### src/rtl/debug_controller.sv
// UART-driven debug sequencer for the five-stage MIPS pipeline: loads instruction
// memory, runs or single-steps the core, then dumps PC, registers and a data window.
module debug_controller #(
  parameter int unsigned NB_DATA     = 32,
  parameter int unsigned NB_ADDR     = 10,
  parameter int unsigned NB_REG      = 5,
  parameter int unsigned N_REGISTER  = 32,
  parameter int unsigned N_MEM_WORDS = 16,
  parameter int unsigned N_BYTES     = 4,
  parameter logic [NB_DATA-1:0] HALT_INSTR = 32'hFFFF_FFFF
) (
  input  logic               clock,
  input  logic               i_reset,
  input  logic [7:0]         i_rx_data,
  input  logic               i_rx_done,
  input  logic               i_tx_done,
  output logic [7:0]         o_tx_data,
  output logic               o_tx_start,
  input  logic [NB_ADDR-1:0] i_pc,
  input  logic [NB_DATA-1:0] i_data_reg,
  input  logic [NB_DATA-1:0] i_data_mem,
  input  logic               i_halt,
  output logic [NB_DATA-1:0] o_im_data,
  output logic [NB_ADDR-1:0] o_im_addr,
  output logic               o_im_enable_write,
  output logic               o_en_read,
  output logic               o_debug_unit,
  output logic               o_enable_pipe,
  output logic [NB_REG-1:0]  o_br_addr,
  output logic               o_br_enable,
  output logic [NB_ADDR-1:0] o_dm_addr,
  output logic               o_dm_enable,
  output logic               o_dm_enable_addr,
  output logic               o_busy
);

  localparam int unsigned N_WORDS = 1 + N_REGISTER + N_MEM_WORDS;
  localparam int unsigned NB_IDX  = $clog2(N_WORDS);
  localparam int unsigned NB_BCNT = $clog2(N_BYTES);

  localparam logic [NB_IDX-1:0]  LAST_IDX  = NB_IDX'(N_WORDS - 1);
  localparam logic [NB_IDX-1:0]  REG_LAST  = NB_IDX'(N_REGISTER);
  localparam logic [NB_BCNT-1:0] LAST_BYTE = NB_BCNT'(N_BYTES - 1);
  localparam logic [NB_ADDR-1:0] ADDR_MAX  = '1;

  typedef enum logic [3:0] {
    S_IDLE,
    S_LOAD,
    S_RUN,
    S_STEP_IDLE,
    S_STEP_EXEC,
    S_DUMP_ADDR,
    S_DUMP_LATCH,
    S_DUMP_SEND,
    S_DUMP_WAIT
  } state_t;

  state_t               state;
  logic [NB_DATA-9:0]   shift;
  logic [NB_BCNT-1:0]   byte_cnt;
  logic [NB_ADDR-1:0]   load_addr;
  logic                 load_full;
  logic [NB_IDX-1:0]    word_idx;
  logic [NB_DATA-9:0]   dump_rest;
  logic                 step_mode;

  logic [NB_DATA-1:0]   load_word;
  logic [NB_DATA-1:0]   capture;
  logic                 dump_rd;
  logic                 is_reg;
  logic                 is_mem;

  assign load_word = {shift, i_rx_data};

  always_comb begin
    capture = i_data_mem;
    if (word_idx == '0) begin
      capture = NB_DATA'(i_pc);
    end else if (word_idx <= REG_LAST) begin
      capture = i_data_reg;
    end
  end

  // Debug read address and enable are held through ADDR and LATCH so either a
  // registered or a combinational read port sees a stable request.
  assign dump_rd          = (state == S_DUMP_ADDR) || (state == S_DUMP_LATCH);
  assign is_reg           = (word_idx != '0) && (word_idx <= REG_LAST);
  assign is_mem           = word_idx > REG_LAST;
  assign o_br_enable      = dump_rd && is_reg;
  assign o_br_addr        = o_br_enable ? NB_REG'(word_idx - 1'b1) : '0;
  assign o_dm_enable      = dump_rd && is_mem;
  assign o_dm_enable_addr = o_dm_enable;
  assign o_dm_addr        = o_dm_enable ? NB_ADDR'(word_idx - REG_LAST - 1'b1) : '0;

  assign o_debug_unit  = (state == S_LOAD);
  assign o_en_read     = (state == S_RUN) || (state == S_STEP_EXEC);
  assign o_enable_pipe = ((state == S_RUN) && !i_halt) || (state == S_STEP_EXEC);
  assign o_busy        = (state != S_IDLE) && (state != S_STEP_IDLE);

  always_ff @(posedge clock) begin
    if (i_reset) begin
      state             <= S_IDLE;
      shift             <= '0;
      byte_cnt          <= '0;
      load_addr         <= '0;
      load_full         <= 1'b0;
      word_idx          <= '0;
      dump_rest         <= '0;
      step_mode         <= 1'b0;
      o_im_data         <= '0;
      o_im_addr         <= '0;
      o_im_enable_write <= 1'b0;
      o_tx_data         <= '0;
      o_tx_start        <= 1'b0;
    end else begin
      o_im_enable_write <= 1'b0;
      o_tx_start        <= 1'b0;
      unique case (state)
        S_IDLE: begin
          if (i_rx_done) begin
            byte_cnt <= '0;
            if (i_rx_data == 8'h4C) state <= S_LOAD;
            else if (i_rx_data == 8'h43) state <= S_RUN;
            else if (i_rx_data == 8'h53) state <= S_STEP_IDLE;
          end
        end
        S_STEP_IDLE: begin
          if (i_rx_done) begin
            if (i_rx_data == 8'h4E) state <= S_STEP_EXEC;
            else if (i_rx_data == 8'h45) state <= S_IDLE;
          end
        end
        S_LOAD: begin
          if (i_rx_done) begin
            shift <= load_word[NB_DATA-9:0];
            if (byte_cnt == LAST_BYTE) begin
              byte_cnt <= '0;
              if (!load_full) begin
                o_im_enable_write <= 1'b1;
                o_im_data         <= load_word;
                o_im_addr         <= load_addr;
              end
              // The top location is written once; later words only wait for halt.
              if (load_word == HALT_INSTR) begin
                state     <= S_IDLE;
                load_addr <= '0;
                load_full <= 1'b0;
              end else if (!load_full) begin
                if (load_addr == ADDR_MAX) load_full <= 1'b1;
                else load_addr <= load_addr + 1'b1;
              end
            end else begin
              byte_cnt <= byte_cnt + 1'b1;
            end
          end
        end
        S_RUN: begin
          if (i_halt) begin
            step_mode <= 1'b0;
            word_idx  <= '0;
            byte_cnt  <= '0;
            state     <= S_DUMP_ADDR;
          end
        end
        S_STEP_EXEC: begin
          step_mode <= 1'b1;
          word_idx  <= '0;
          byte_cnt  <= '0;
          state     <= S_DUMP_ADDR;
        end
        S_DUMP_ADDR: state <= S_DUMP_LATCH;
        S_DUMP_LATCH: begin
          dump_rest  <= capture[NB_DATA-9:0];
          o_tx_data  <= capture[NB_DATA-1 -: 8];
          o_tx_start <= 1'b1;
          state      <= S_DUMP_SEND;
        end
        S_DUMP_SEND: state <= S_DUMP_WAIT;
        S_DUMP_WAIT: begin
          if (i_tx_done) begin
            if (byte_cnt == LAST_BYTE) begin
              byte_cnt <= '0;
              if (word_idx == LAST_IDX) begin
                state <= (step_mode && !i_halt) ? S_STEP_IDLE : S_IDLE;
              end else begin
                word_idx <= word_idx + 1'b1;
                state    <= S_DUMP_ADDR;
              end
            end else begin
              byte_cnt   <= byte_cnt + 1'b1;
              o_tx_data  <= dump_rest[NB_DATA-9 -: 8];
              dump_rest  <= dump_rest << 8;
              o_tx_start <= 1'b1;
              state      <= S_DUMP_SEND;
            end
          end
        end
        default: state <= S_IDLE;
      endcase
    end
  end

endmodule

### config.mk
export PLATFORM = sky130hd
export DESIGN_NAME = debug_controller
export DESIGN_NICKNAME = d
export VERILOG_FILES = /design/src/rtl/debug_controller.sv
export SDC_FILE = /design/constraint.sdc
export NUM_CORES = 1
export LEC_CHECK = 0
export BUFFER_PORTS_ARGS = -buffer_cell sky130_fd_sc_hd__buf_2
export CORE_MARGIN = 5
export CORE_UTILIZATION = 53
export CTS_BUF_LIST = sky130_fd_sc_hd__clkbuf_8
export DETAILED_ROUTE_END_ITERATION = 12
export PLACE_DENSITY = 0.86
export SYNTH_ARGS = -nofsm -noshare
export SYNTH_HDL_FRONTEND = slang
export SYNTH_SLANG_ARGS = --single-unit
export TNS_END_PERCENT = 100
### constraint.sdc
create_clock -name clock -period 2.6 [get_ports clock]
set_input_delay 0.26 -clock clock [delete_from_list [all_inputs] [get_ports clock]]
set_output_delay 0.26 -clock clock [all_outputs]
set_load 0.005 [all_outputs]
After elaboration in Yosys (flattened, before gate mapping)
Index checks and enable logic that the tools add are counted.

storage, ports and cells
  register bits = 124
  bits of input ports = 87
  logic and storage cells = 134

cells by class
  add/sub/neg operators = 6
  $lt $le $gt $ge = 2
  equal/unequal tests = 32
  mux-type cells = 49
  bitwise logic cells = 4
  reduce and logical (&&, ||, !) cells = 28

operator list
  kind                   count
  $mux 32                2
  $mux 4                 13
  $mux 24                2
  $pmux 24 s2            1
  $eq 8x7->1 const B     5
  $mux 10                4
  $pmux 4 s9             1
  $eq 32x32->1 const B   1
  $mux 6                 4
  $ne 2x2->1 const B     9
  $pmux 6 s3             1
  $eq 4x3->1 const B     4
  $mux 8                 2
  $pmux 8 s2             1
  $reduce_and 5->1       3
  $mux 2                 6
  $add 10x1->10 const B  1
  $eq 10x10->1 const B   1
  $pmux 2 s5             1
  $reduce_and 9->1       1
  $eq 4x2->1 const B     2
  $sub 7x2->8 const B    1
  $mux 1                 7
  $sub 6x6->7 const B    1
  31 further kinds       47

Logic depth before layout (Yosys ltp)
  depth after elaboration = 7
  depth in mapped cells = 9

Least setup slack after synthesis
No wires, ideal clock.

  path type = register -> output
  start point = reg word_idx[0]
  end point = out o_dm_addr[8]
  data arrival time = 2198 ps
  slack = 142 ps
  stages on the path, launching flop included = 9
  path buffers = 3
  cell sequence = dfxtp_1 > inv_1 > ha_1 > nor4b_2 > buf_2 > buf_2 > nand3b_1 > nor4b_1 > buf_4

on the way
  cells in the longest elaborated chain, start to end = 3

RTL lines
  what                                              line    RTL
  from (decl)                                       63      logic [NB_IDX-1:0] word_idx;
  from (signal assigned)                            186     word_idx <= word_idx + 1'b1;
  $sub 6x6->7 or $gt 6x6->1 (tied branches)         93, 88
  $sub 7x2->8 or $logic_and 1x1->1 (tied branches)  93, 91
  $mux 10 *                                         93      assign o_dm_addr = o_dm_enable ? NB_ADDR'(word_idx - REG_LAST - 1'b1) : '0;
  to (decl)                                         31      output logic [NB_ADDR-1:0] o_dm_addr,

Every way passes the cells marked *; elsewhere a longest branch is shown, timed or not.

Final worst setup path
  start point = reg word_idx[0]
  end point = out o_dm_addr[9]

The elaborated chain is that of the path after synthesis.

==> impl_results.md <==
* Status: complete, no violations
* Synth Cell Area at 6130 sq um
* Hold_buf cts at 0
* Max-Cap Viols at 0
* Simple-gate share of the synthesized area at 0.248
* Initial DRC count at 519
* Post-synth EDFFs at 0
* Final hold slack at between 0.1 and 0.15 ns
* Cells after Synth at 791
* Area Growth Syn to Fin at 22.1%
* Pin count of the biggest net entering global routing at 77
* Vias in the first global route at 5560
* Setup-failing EPs final at 0
* Net Sw Power at 1160 uW
* Endpoints failing hold at 0
* Die Wd at between 100 and 150 um
* Slew HR at 0.596
* Post-Synth XOR/XNOR Area at 0.0243
* CP endpoint kind: output port
* Sequential share of power at 0.479
* Synth Area per Inst at 7.75 sq um
* Initial antenna violation count at 0
* Max FO, Critical Path at 19
* Ys flop type: dfxtp_1
* Async SR Flop Fraction at 0
* Slew Limit Fails at 0
* Remaining Overflow, GRT at 0
* Vias per cell at 5.60
* Placed cell areas at approximately 7000 sq um
* First-pass GRT wire length at 25.8 mm
* CTS tree: done
* I/O pin count at 161
* CP max stage delay at 0.39 ns
* Core region area at 11400 sq um
* Fillers at 969
* Root buffer cell: clkbuf_8
* Final TNS setup at 0 ns
* TritonRoute pass-1 iters at 5
* Placed Cells at 1043
* Cell area power density at 540 nW/um^2
* Max Root-Sink Buffers at 2
* Port-buffer cells at 159
* Synth Warn # at 0
* Worst-path clk slew at 0.09 ns
* Sink Count at ~120
* Row count at 39
* Worst slew pin tran at 0.607 ns
* Cells along the critical path: inv_1 -> ha_1 -> nor4b_4 -> clkbuf_16 -> nand3b_1 -> nor4b_4 -> buf_2
* Final Worst Setup Slack at 0.163 ns
* Min-Delay Path Class: in -> reg
* Routed vias at 6058
* DP Worst Slack at ~0.24 ns
* Crit-path most repeated cell: nor4b_4
* Final #Nets at between 1k and 1.5k
* Post-Synth Adder-Cell Area at 0.00816
* DRC at 0
* Post-Layout Cell Count at between 1k and 1.5k
* Clock latency on the worst-skew pair at 0.43 ns
* Total Routing Usage GR at 0.217
* Post-route cell area at 7490 sq um
* Htree depth at 4
* Final min period at 2.44 ns
* Worst Path Arrival at 2.18 ns
* Flops & latches, synth at between 100 and 150
* TritonCTS Buffers at 17
* Crit share post-route at 0.937
* Die span in y at 118 um
* Synthesized Nets at approximately 900
* Gp weighted congestion at 0.857
* Worst endpoint required time at 2.34 ns
* RSZ-0062 raised after global routing: false
* Routed WL per cell at 14.6 um
* Hpwl dp at 10.9 mm
* Die area at 13800 sq um
* Crit-path leading delay family: simple AND/OR/NAND/NOR gates
* # diodes at 0
* Routed wire length at 15.8 mm
* CP max-delay cell: dfxtp_2
* Main combinational cell family by area after synthesis: simple AND/OR/NAND/NOR gates
* Sw Ratio at 0.286
* Worst path buffer plus inverter count at 3
* Fraction of layout cells with a size suffix above 1 at 0.247
* Layout Skew at 0.0100 ns
* Post-synthesis compound-gate area fraction at 0.207
* Unique masters post-synth at 55
* Worst setup SP type: flip-flop
* Number of routed nets with antenna violations at 0
* Clock group share of total power at 0.426
* Critical path type: reg -> out
* Internal power at 2890 uW
* Proportion of synthesized area in mux cells at 0.0557
* Initial Util at 0.539
* Leak at 0.00300 uW
* Fmax at between 0.4 and 0.5 GHz
* Register area share after synthesis at 0.405
* VDD IR max at 0.474 mV
* Comb pwr share at 0.095
## kinds of logic after synthesis
group	count (synthesis)
buf+inv	76
xor+xnor	17
other cells	1
fa+ha+maj	4
mux	34
simple gates	329
compound gates	206
flops	124
## synthesized netlist by cell type, drive strengths merged, types with 12 or more instances
master,count,share of area
a211oi,17,0.022
clkbuf,48,0.029
dfxtp,124,0.40
nand3,31,0.025
mux2i,33,0.054
nor2b,14,0.014
nor2,46,0.028
nand2b,12,0.012
buf,21,0.017
nand2,175,0.11
o211ai,45,0.055
a21oi,113,0.092
## flip-flops by register name, summed over array words and instances (netlist names)
name,count
byte_cnt,2
dump_rest,24
load_addr,10
load_full,1
o_im_addr,10
o_im_data,32
o_im_enable_write,1
o_tx_data,8
o_tx_start,1
shift,24
state,4
step_mode,1
word_idx,6
## worst paths after layout
check | endpoint | depth (start not counted) | slack [ns] | start
setup / recovery | o_dm_addr[9] | 7 | 0.16 | word_idx[0]
hold / removal | o_im_data[1] | 3 | 0.12 | i_rx_data[1]
setup reg to reg | load_addr[1] | 6 | 0.36 | state[0]
hold reg to reg | o_im_addr[3] | 2 | 0.45 | o_im_addr[3]
## metal layers
metal	wire [um]	vias to the layer above	track usage
met5	0	-	0
met2	7590	204	0.353
li1	-	3036	-
met1	7010	2799	0.289
met4	252	0	0.0659
met3	911	19	0.0485
## per-stage QoR
step / util / power, uW
floorplan: - / 2200
global placement: 0.616 / 2350
detailed placement: 0.616 / 2350
CTS: 0.653 / 4060
global route: 0.659 / 4190
finish: 0.659 / 4040
## power groups by stage
stage	Sequential [uW]	Clock, uW	Combinational (uW)
after floorplan	1960	0	237
after global placement	1980	0	367
final	1940	1720	383
after CTS	1940	1750	378
after global routing	1940	1830	421
after detailed placement	1980	0	373
## worst min-delay path: cells and delay by family
kind / cells / cell delay (ns)
buf+inv: 1 / 0.14
compound gates: 1 / 0.05
simple gates: 1 / 0.06
## final cells by class
cell class | instances | area, sq um | share of cell area
Multi-Input combinational cell | 591 | 3360 | 0.449
Sequential cell | 124 | 2480 | 0.332
Timing Repair Buffer | 184 | 1020 | 0.137
Clock buffer | 17 | 234 | 0.0312
Tap cell | 143 | 179 | 0.0239
Clock inverter | 15 | 176 | 0.0236
Inverter | 7 | 26.3 | 0.00351
## layout by cell type (no fill, tap or decap), types with 3 or more instances in the layout
master,synthesis,routed
a211oi_1,16,16
a21oi_1,113,113
a22o_1,8,8
a31oi_1,5,5
and3_1,4,4
buf_2,10,158
buf_4,4,22
clkbuf_8,0,17
clkinvlp_4,0,3
dfxtp_1,124,122
ha_1,4,4
inv_1,7,7
inv_6,0,4
inv_8,0,5
mux2i_1,33,33
nand2_1,175,174
nand2b_1,12,12
nand3_1,31,31
nand3b_1,4,4
nand4_1,11,11
nor2_1,46,46
nor2b_1,14,13
nor3_1,9,9
nor4b_1,6,5
o211ai_1,45,45
o21ai_0,4,4
xnor2_1,11,11
xor2_1,6,6
## timing repair
item,4_1_cts,5_1_grt
endpoints found under the setup margin,4,17
hold endpoints to repair,0,0
gates resized for setup,1,4
setup buffers,1,3
cloned,0,2
(Power assumes the default switching activity.)
